**src/rtl/dff_mem_eshaanmehta_if.sv**
```systemverilog
// Tile-side signal bundle for the 64 x 8 flip-flop RAM: enable, address/control,
// write data in, and the read-data / output-enable returns.
interface dff_mem_eshaanmehta_if;
   logic       ena;
   logic [7:0] ui_in;
   logic [7:0] uio_in;
   logic [7:0] uo_out;
   logic [7:0] uio_out;
   logic [7:0] uio_oe;

   modport master (
      output ena, ui_in, uio_in,
      input  uo_out, uio_out, uio_oe
   );

   modport slave (
      input  ena, ui_in, uio_in,
      output uo_out, uio_out, uio_oe
   );
endinterface

```
**src/rtl/dff_mem_eshaanmehta.sv**
```systemverilog
// 64 x 8 single-port RAM built from plain flops, packaged as a TinyTapeout tile.
// ui_in[5:0] = addr, ui_in[6] = chip enable, ui_in[7] = lr_n (0 write, 1 read).
// Read data is registered and mirrored on uo_out and uio_out.
module dff_mem_eshaanmehta (
   input  logic                      clk,
   input  logic                      rst_n,
   dff_mem_eshaanmehta_if.slave      bus
);

   logic [7:0] mem [0:63];
   logic [7:0] rdata;
   logic [5:0] addr;
   logic       acc;
   logic       lr_n;

   assign addr = bus.ui_in[5:0];
   assign acc  = bus.ena & bus.ui_in[6];
   assign lr_n = bus.ui_in[7];

   // Storage array: cleared by reset, written on a qualified load cycle.
   always_ff @(posedge clk or negedge rst_n) begin
      if (!rst_n) begin
         for (int i = 0; i < 64; i++) begin
            mem[i] <= 8'h00;
         end
      end else if (acc && !lr_n) begin
         mem[addr] <= bus.uio_in;
      end
   end

   // Read register: updates only on a qualified read, otherwise holds.
   always_ff @(posedge clk or negedge rst_n) begin
      if (!rst_n) begin
         rdata <= 8'h00;
      end else if (acc && lr_n) begin
         rdata <= mem[addr];
      end
   end

   assign bus.uo_out  = rdata;
   assign bus.uio_out = rdata;
   // The bidir pins drive only during an active read so write data on uio_in
   // is never contended; rst_n gating keeps them released while in reset.
   assign bus.uio_oe  = (rst_n && acc && lr_n) ? 8'hFF : 8'h00;

endmodule

```
**src/flat_wrapper.sv**
```systemverilog
// flat-port wrapper written by rule: the top's interface ports become plain ports
module dff_mem_eshaanmehta_flat 
  (clk, rst_n, bus_ena, bus_ui_in, bus_uio_in, bus_uo_out, bus_uio_out, bus_uio_oe);
  dff_mem_eshaanmehta_if bus_i ();
  input  logic clk;
  input  logic rst_n;
  input wire logic [$bits(bus_i.ena)-1:0] bus_ena;
  input wire logic [$bits(bus_i.ui_in)-1:0] bus_ui_in;
  input wire logic [$bits(bus_i.uio_in)-1:0] bus_uio_in;
  output wire logic [$bits(bus_i.uo_out)-1:0] bus_uo_out;
  output wire logic [$bits(bus_i.uio_out)-1:0] bus_uio_out;
  output wire logic [$bits(bus_i.uio_oe)-1:0] bus_uio_oe;
  assign bus_i.ena = bus_ena;
  assign bus_i.ui_in = bus_ui_in;
  assign bus_i.uio_in = bus_uio_in;
  assign bus_uo_out = bus_i.uo_out;
  assign bus_uio_out = bus_i.uio_out;
  assign bus_uio_oe = bus_i.uio_oe;
  dff_mem_eshaanmehta u_core (.clk(clk), .rst_n(rst_n), .bus(bus_i));
endmodule
```
**config.mk**
```make
export PLATFORM = sky130hd
export DESIGN_NAME = dff_mem_eshaanmehta_flat
export DESIGN_NICKNAME = d
export VERILOG_FILES = /design/src/rtl/dff_mem_eshaanmehta_if.sv /design/src/rtl/dff_mem_eshaanmehta.sv /design/src/flat_wrapper.sv
export SDC_FILE = /design/constraint.sdc
export NUM_CORES = 1
export LEC_CHECK = 0
export CAP_MARGIN = 15
export CORE_ASPECT_RATIO = 1.25
export CORE_MARGIN = 1
export CORE_UTILIZATION = 25
export CTS_BUF_LIST = sky130_fd_sc_hd__clkbuf_8
export CTS_CLUSTER_DIAMETER = 30
export DETAILED_ROUTE_END_ITERATION = 12
export GPL_TIMING_DRIVEN = 0
export HOLD_SLACK_MARGIN = 0.08
export PLACE_DENSITY = 0.46
export SLEW_MARGIN = 20
export SYNTH_ARGS = -nofsm -noshare
export SYNTH_HDL_FRONTEND = slang
export SYNTH_SLANG_ARGS = --single-unit
```
**constraint.sdc**
```tcl
create_clock -name clk -period 2.2 [get_ports clk]
set_input_delay 0.66 -clock clk [delete_from_list [all_inputs] [get_ports clk]]
set_output_delay 0.66 -clock clk [all_outputs]
set_load 0.005 [all_outputs]
```
==> results of run 1 <==
-- synthesized netlist by cell type, types with 32 or more instances --
library cell    n
a21oi_1        47
a221oi_1       44
a22oi_1        32
clkbuf_1       80
dfrtp_1       520
mux2_2        543
mux2i_1        67
mux4_2         43
nand2_1        51
nor2_1         33
nor2_2         32
o21ai_0        45
-- path summary, 6_finish.rpt --
path,to,cells past startpoint
max,u_core.bus.uio_out[2]$_DFFE_PN0P_,11
min,u_core.mem[65]$_DFFE_PN0P_,1
max reg2reg,u_core.bus.uio_out[2]$_DFFE_PN0P_,6
min reg2reg,u_core.mem[65]$_DFFE_PN0P_,1
max in group asynchronous,u_core.mem[378]$_DFFE_PN0P_,5
min in group asynchronous,u_core.mem[178]$_DFFE_PN0P_,4
-- critical path: cells and delay by family --
kind | cells | cell delay [ps]
buffers and inverters | 5 | 720
AND/OR/NAND/NOR | 2 | 530
AO/OA/AOI/OAI | 4 | 980
-- per-layer routing --
metal,up-vias,GRT usage (%)
li1,7067,-
met1,9149,24.3
met2,689,33.8
met3,228,3.66
met4,0,11.4
met5,-,0
-- logic make-up after synthesis --
family	share of synthesized area [%]
AOI/OAI and AO/OA	6.77
buffers and inverters	2.80
DFF	54.2
muxes	32.3
and+or+nand+nor	3.89
-- where the power goes --
| part | leakage (nW) | internal (mW) | switching, mW | total [mW] |
|---|---|---|---|---|
| sequential | 7.14 | 10.1 | 0.297 | 10.4 |
| combinational | 6.14 | 1.18 | 1.56 | 2.73 |
| clock | 1.40 | 7.22 | 4.76 | 12.0 |
| total | 14.7 | 18.5 | 6.61 | 25.1 |
-- sequential cells by signal, indices dropped and copies added (netlist names) --
name / flops
u_core.bus.uio_out: 8
u_core.mem: 512
-- stage by stage --
| step | std cells | instance area, um^2 | hold slack (ps) | TNS [ps] |
|---|---|---|---|---|
| after floorplan | 1733 | 24300 | 364 | -7410 |
| after global placement | 3046 | 26200 | 481 | - |
| after detailed placement | 3053 | 26400 | 485 | -900880 |
| after CTS | 3333 | 30800 | 469 | -1280 |
| after global routing | 3395 | 31700 | 505 | -63.1 |
| final | 3395 | 31700 | 497 | -192 |
-- repair_timing --
item / 4_1_cts / 5_1_grt
hold buffers: 8 / 3
cloned: 3 / 4
buffers inserted: 59 / 66
hold endpoints to repair: 52 / 16
gates resized for setup: 333 / 55
pin swaps: 29 / 22
endpoints found under the setup margin: 544 / 379
-- final cells by class --
cell class	instances	area share [%]
Clock inverter	69	2.12
Sequential cell	520	41.1
Buffer	135	3.89
Inverter	5	0.0751
Timing Repair Buffer	177	7.07
Clock buffer	141	6.13
Tap cell	1280	5.06
Multi-Input combinational cell	1067	34.5
Antenna cell	1	0.00790
==> flow_summary.json, run 1 <==
{
  "status": "finished, violations left",
  "violations": "negative setup slack",
  "r2r_slack_ps": 50,
  "worst_setup_path_start_kind": "primary input",
  "grt-ovfl-total": 0,
  "setup_viol": 10,
  "drive_above_1_share_pct": 54.2,
  "path_class": "primary input to flip-flop",
  "tightestPinTransition_ps": 983,
  "post_drt_wl_per_cell_um": 29.1,
  "async_flop_share_pct": 100,
  "mostFrequentLayoutCells": "mux2_2, dfrtp_1, clkbuf_8",
  "highest_layer": "met4",
  "critPathArrivalTime_ps": 2940,
  "multi_input_area_um2": 10900,
  "detail-route-antenna-nets": 0,
  "synth_top_cell_by_area": "dfrtp_1",
  "die-height_um": 348,
  "hp-start": "u_core.mem[65]$_DFFE_PN0P_",
  "worstSkewPairLatency_ps": 740,
  "finalMaxSlewViolations": 0,
  "syn-mean-instance-area_um2": 13.8,
  "crit_top_cell": "buf_12",
  "fin_total_pwr_mw": 25.1,
  "core_um2": 94700,
  "clock_skew_ps": 32.5,
  "drt-pass1-iter-count": 6,
  "maxCapViolations": 0,
  "track_usage_pct": 20.2,
  "max-vdd-ir-drop_uv": 639,
  "htreeDepth": 3,
  "wl_met3_um": 5850,
  "path_clk_slew_ps": 60,
  "grt_pass1_vias": 17967,
  "areaGrowthSynthToFinish_pct": 32.0,
  "leakage_nw": 14.7,
  "netlist_area_um2": 24000,
  "regArea_um2": 13000,
  "setup_slack_ps": -125,
  "crit_path_start": "bus_ui_in[0]",
  "dr_total_vias": 17133,
  "final.min_clock_period_ps": 2320,
  "die_area_um2": 97200,
  "hp-class": "flip-flop to flip-flop",
  "grt_start_max_net_pins": 92,
  "dr_wl_met2_um": 48200,
  "drc_errors": 0,
  "fmax_mhz": 430,
  "place_congestion": 0.922,
  "layout_commonest_cell": "mux2_2",
  "die_width_um": 279,
  "yosysWarnings": 0,
  "vias_per_cell": 5.05,
  "r2r_start": "u_core.mem[314]$_DFFE_PN0P_",
  "pre_cts_ws_ps": -2980,
  "finalHoldViolations": 0,
  "slew-limit-headroom_pct": 34.1,
  "routed_wl_um": 98700,
  "yosysSeqAreaShare_pct": 54.2,
  "rsz0062_at_grt": "yes",
  "syn_nets": 1752,
  "fin_crit_sh_pct": 106,
  "rows": 126,
  "cts.sinks": 520,
  "synth_top_area_share_pct": 54.2,
  "crit_chain": "buf_12, buf_12, buf_16, buf_16, buf_12, nand3_2, a21oi_2, o31ai_4, nand4_1, a211oi_2, a31oi_1",
  "fin_util_pct": 33.4,
  "dp_hpwl_um": 65000,
  "cp_max_fo": 10,
  "fillers": 9329,
  "m1WireLength_um": 39600,
  "numCtsBuffers": 113,
  "cts_tree": "done",
  "antenna_found_initial": 3,
  "ioPinCount": 43,
  "critPathMaxStageDelay_ps": 450,
  "synth.distinct_cells": 57,
  "synth_ff_type": "dfrtp_1",
  "synthTopCellsByArea": "dfrtp_1, mux2_2, mux4_2",
  "portBuffers": 33,
  "p_per_area_nw_per_um2": 792,
  "clockBufferDepth": 3,
  "initial_utilization_pct": 25.3,
  "crit_required_ps": 2810,
  "nets": 2038,
  "ys_ff_latch": 520,
  "grt_pass1_wl_um": 138000,
  "synth_edf_count": 0,
  "root_buffer": "clkbuf_8",
  "syn_inst": 1733,
  "cp_slowest_cell": "nand4_1",
  "drt-initial-drc-count": 1297,
  "critPathCaptureType": "flip-flop"
}
Power figures use the tool's default switching activity.
==> run 2: changes to the inputs <==
SKIP_LAST_GASP = 1   (was default)
==> flow_summary.json, run 2 (synthesis gave the netlist of run 1 again) <==
{
  "intPower_mw": 18.4,
  "crit_required_ps": 2810,
  "rows": 126,
  "worstSkewPairLatency_ps": 740,
  "switchingPower_mw": 6.62,
  "post_drt_wl_per_cell_um": 29.0,
  "cts_tree": "done",
  "cp_max_fo": 10,
  "grt_start_max_net_pins": 92,
  "antenna_found_initial": 3,
  "htreeDepth": 3,
  "die_width_um": 279,
  "finalHoldViolations": 0,
  "grt-ovfl-total": 0,
  "clock_skew_ps": 31.9,
  "layout_commonest_cell": "mux2_2",
  "cts.sinks": 520,
  "regMostFlops": "u_core.mem",
  "drt-initial-drc-count": 1312,
  "max-vdd-ir-drop_uv": 637,
  "p_per_area_nw_per_um2": 800,
  "critPathCaptureType": "flip-flop",
  "die_area_um2": 97200,
  "drt-pass1-iter-count": 6,
  "detail-route-antenna-nets": 0,
  "pre_cts_ws_ps": -2980,
  "die-height_um": 348,
  "fin_area_um2": 31300,
  "clockBufferDepth": 3,
  "switching_share_pct": 26.4,
  "initial_utilization_pct": 25.3,
  "leakage_nw": 14.6,
  "fin_crit_sh_pct": 108,
  "drc_errors": 0,
  "tightestPinTransition_ps": 1090,
  "ioPinCount": 43,
  "mostFrequentLayoutCells": "mux2_2, dfrtp_1, clkbuf_8",
  "grt_pass1_wl_um": 138000,
  "rsz0062_at_grt": "yes",
  "tns_ps": -510,
  "whs_ps": 498,
  "critPathArrivalTime_ps": 2980,
  "root_buffer": "clkbuf_8",
  "vias_per_cell": 5.07,
  "p_seq_share_pct": 41.2,
  "p_comb_share_pct": 10.9,
  "fin_total_pwr_mw": 25.1,
  "power_frac_clock_pct": 47.8,
  "crit_path_start": "bus_ui_in[0]",
  "r2r_start": "u_core.mem[314]$_DFFE_PN0P_",
  "path_clk_slew_ps": 60,
  "status": "finished, violations left",
  "routed_wl_um": 98100,
  "core_um2": 94700,
  "fmax_mhz": 422,
  "largest_reg_flops": 512,
  "place_area_um2": 26400,
  "track_usage_pct": 20.2,
  "hp-start": "u_core.mem[65]$_DFFE_PN0P_",
  "worst_setup_path_start_kind": "primary input",
  "portBuffers": 33,
  "nets": 2021,
  "dr_total_vias": 17111,
  "place_congestion": 0.922,
  "grt_pass1_vias": 17946,
  "final.min_clock_period_ps": 2370,
  "dp_hpwl_um": 65000,
  "slew-limit-headroom_pct": 27.0,
  "areaGrowthSynthToFinish_pct": 30.5,
  "path_class": "primary input to flip-flop",
  "violations": "negative setup slack",
  "numCtsBuffers": 113,
  "finalMaxSlewViolations": 0,
  "setup_slack_ps": -171,
  "drive_above_1_share_pct": 53.7,
  "maxCapViolations": 0,
  "setup_viol": 8,
  "hp-class": "flip-flop to flip-flop"
}
==> run 2: cell count changes in the layout (fill, tap and decap cells not counted), moves of 2 or more <==
cell             change
buf_12              -13
buf_4                -5
clkbuf_2             +5
buf_6                -4
dlygate4sd3_1        -3
buf_8                +2
clkdlybuf4s15_1      +2
dlygate4sd2_1        -2
==> run 2: stage by stage <==
stage	utilization, %	cells
CTS	32.4	3333
finish	33.1	3378
global placement	27.7	3046
global route	33.1	3378
floorplan	-	1733
detailed placement	27.9	3053
==> run 2: final cells by class <==
type                    count  area, um^2
well taps                1280        1600
inverters                   5        21.3
diodes                      1        2.50
repair buffers            159        1920
multi-input cells        1067       10900
fillers                  9363       63400
plain buffers             136        1230
flip-flops and latches    520       13000
clock buffers             141        1940
clock inverters            69         672
==> run 2: power by group through the flow <==
| stage | combinational, mW | sequential [mW] | clock (mW) |
|---|---|---|---|
| after global placement | 2.22 | 10.5 | 0 |
| after CTS | 2.59 | 10.3 | 12.2 |
| after detailed placement | 2.30 | 10.5 | 0 |
| after floorplan | 1.18 | 10.4 | 0 |
| after global routing | 2.86 | 10.4 | 12.7 |
| final | 2.74 | 10.3 | 12.0 |
==> run 2: worst paths after layout <==
check	end	cells past startpoint	slack [ps]
worst min register to register	u_core.mem[65]$_DFFE_PN0P_	1	500
max in group asynchronous	u_core.mem[367]$_DFFE_PN0P_	5	470
worst max-delay path	u_core.bus.uio_out[2]$_DFFE_PN0P_	11	-170
worst max register to register	u_core.bus.uio_out[2]$_DFFE_PN0P_	6	50
min in group asynchronous	u_core.mem[82]$_DFFE_PN0P_	3	570
worst min-delay path	u_core.mem[65]$_DFFE_PN0P_	1	500
==> run 2: per-layer routing <==
metal | global-route usage, % | vias to the layer above | wire (um)
met2 | 33.8 | 698 | 48300
li1 | - | 7032 | -
met5 | 0 | - | 13
met1 | 24.4 | 9148 | 39300
met4 | 11.4 | 2 | 4920
met3 | 3.53 | 231 | 5610
==> run 2: worst max-delay path, cell delays in order <==
cell      delay (ps)
buf_6            150
buf_12           150
buf_16           130
buf_12           190
buf_12           200
mux2i_4          280
a22oi_1          120
nand3_1          150
nand4_1          370
a211oi_2         400
a31oi_1          150
==> run 2: what timing repair did <==
action,CTS,global route
setup buffers,59,50
endpoints found under the setup margin,544,382
gates resized for setup,309,66
pin swaps,29,8
hold buffers,8,0
endpoints found under the hold margin,52,0
cloned,3,3
==> variant (settings of run 1) <==
Make the reset (`rst_n`) synchronous in 2 clocked blocks.
--- a/src/rtl/dff_mem_eshaanmehta.sv
+++ b/src/rtl/dff_mem_eshaanmehta.sv
@@ -19,5 +19,5 @@
 
    // Storage array: cleared by reset, written on a qualified load cycle.
-   always_ff @(posedge clk or negedge rst_n) begin
+   always_ff @(posedge clk) begin
       if (!rst_n) begin
          for (int i = 0; i < 64; i++) begin
@@ -30,5 +30,5 @@
 
    // Read register: updates only on a qualified read, otherwise holds.
-   always_ff @(posedge clk or negedge rst_n) begin
+   always_ff @(posedge clk) begin
       if (!rst_n) begin
          rdata <= 8'h00;
Formal check against the unedited RTL: not equivalent (Yosys sat finds a counterexample within 4 cycles, from zero or initial values and one cycle with rst_n low; the reset may be asserted at any time).
==> variant against run 1 <==
  * The flow still finishes with violations (setup timing)
  * Sequential cell count unchanged
  * Design area down 2.6%
  * Critical path type unchanged
  * First-iteration DRC count up 52%
  * Synthesized area up 0.89%
  * Worst hold slack better by 0.054 ns
  * Total power down 1.1%
  * Routed wire length up 2.1%
  * Worst setup slack better by 0.078 ns
==> variant: results (changes against run 1) <==
run_status:
  status: "finished, violations left"
  violations: "setup timing"
global_route:
  grtUsageMet3: 0.03979  # +0.003176
  grt_first_pass_wirelength_mm: 138.1  # -0.13%
  grt_pass1_vias: 17340  # -3.5%
  grt_max_degree: 14  # -85%
  grt_util_met1: 0.2403  # -0.002410
  grt_use_total: 0.2051  # +0.003411
  grt_util_met2: 0.3431  # +0.004740
synthesis:
  synth_fp_nets: 1818  # +3.8%
  synth_cell_types: 58  # +1.8%
  ys.flop_type: "edfxtp_1"
  synth_edf_count: 512  # +512
  synth_area_leaders: "edfxtp_1, and2_1, mux4_2"
  synth_common_cells: "and2_1, edfxtp_1, nor2_1, clkbuf_1, o21ai_0"
  synth-compound-area-share: 0.07521  # +0.007517
  synth-seq-area-share: 0.6418  # +0.09941
sta:
  fin_ws_ns: -0.04670  # +0.07786 ns
  setup_viol: 7  # -3
pwr:
  intPower_w: 0.01833  # -0.69%
  pwr-share-seq: 0.465  # +0.052
  peakVddDrop_mv: 0.4804  # -25%
placed_design:
  dpl.hpwl_mm: 68.86  # +5.9%
  placed_area_um2: 26320  # -0.41%
  gp_congestion: 0.9519  # +3.2%
  pre_cts_ws_ns: -2.447  # +0.5340 ns
layout:
  drive_gt1_frac: 0.2849  # -0.2572
  nets: 2034  # -0.20%
drt:
  drt_iter0_drc: 1977  # +52%
  post_drt_wl_per_cell_um: 29.70  # +2.2%
  drt-vias-per-instance: 4.999  # -0.93%
min_path:
  holdPathEnd: "u_core.bus.uio_out[2]"
worst_setup_path:
  r2r_start: "u_core.mem[22][5]"
  critical-path-max-stage-delay_ns: 0.55  # +0.10 ns
cts:
  cts_buffers: 107  # -5.3%
variant: layout make-up:
type                            count  area [um^2]  area share
Clock inverter                     85        762.0     0.02471
Antenna cell                        3        7.507   0.0002434
Timing Repair Buffer              111         1315     0.04264
Sequential cell                   520        15560      0.5047
Clock buffer                      108         1486     0.04819
Buffer                            162         1189     0.03854
Inverter                            3        11.26   0.0003651
Tap cell                         1290         1614     0.05233
Multi-Input combinational cell   1110         8892      0.2883
variant: worst max-delay path: cells and delay by family:
family | cells | cell delay (ns)
multiplexers | 1 | 0.55
AO/OA/AOI/OAI | 3 | 0.65
buffers and inverters | 4 | 0.99
variant: through the flow:
step,TNS (ns),instances
2_1_floorplan,-36.03,1799
3_3_place_gp,-1748.52,3122
3_5_place_dp,-1745.12,3125
4_1_cts,-0.7658,3388
5_1_grt,-0.2654,3390
6_report,-0.1800,3392
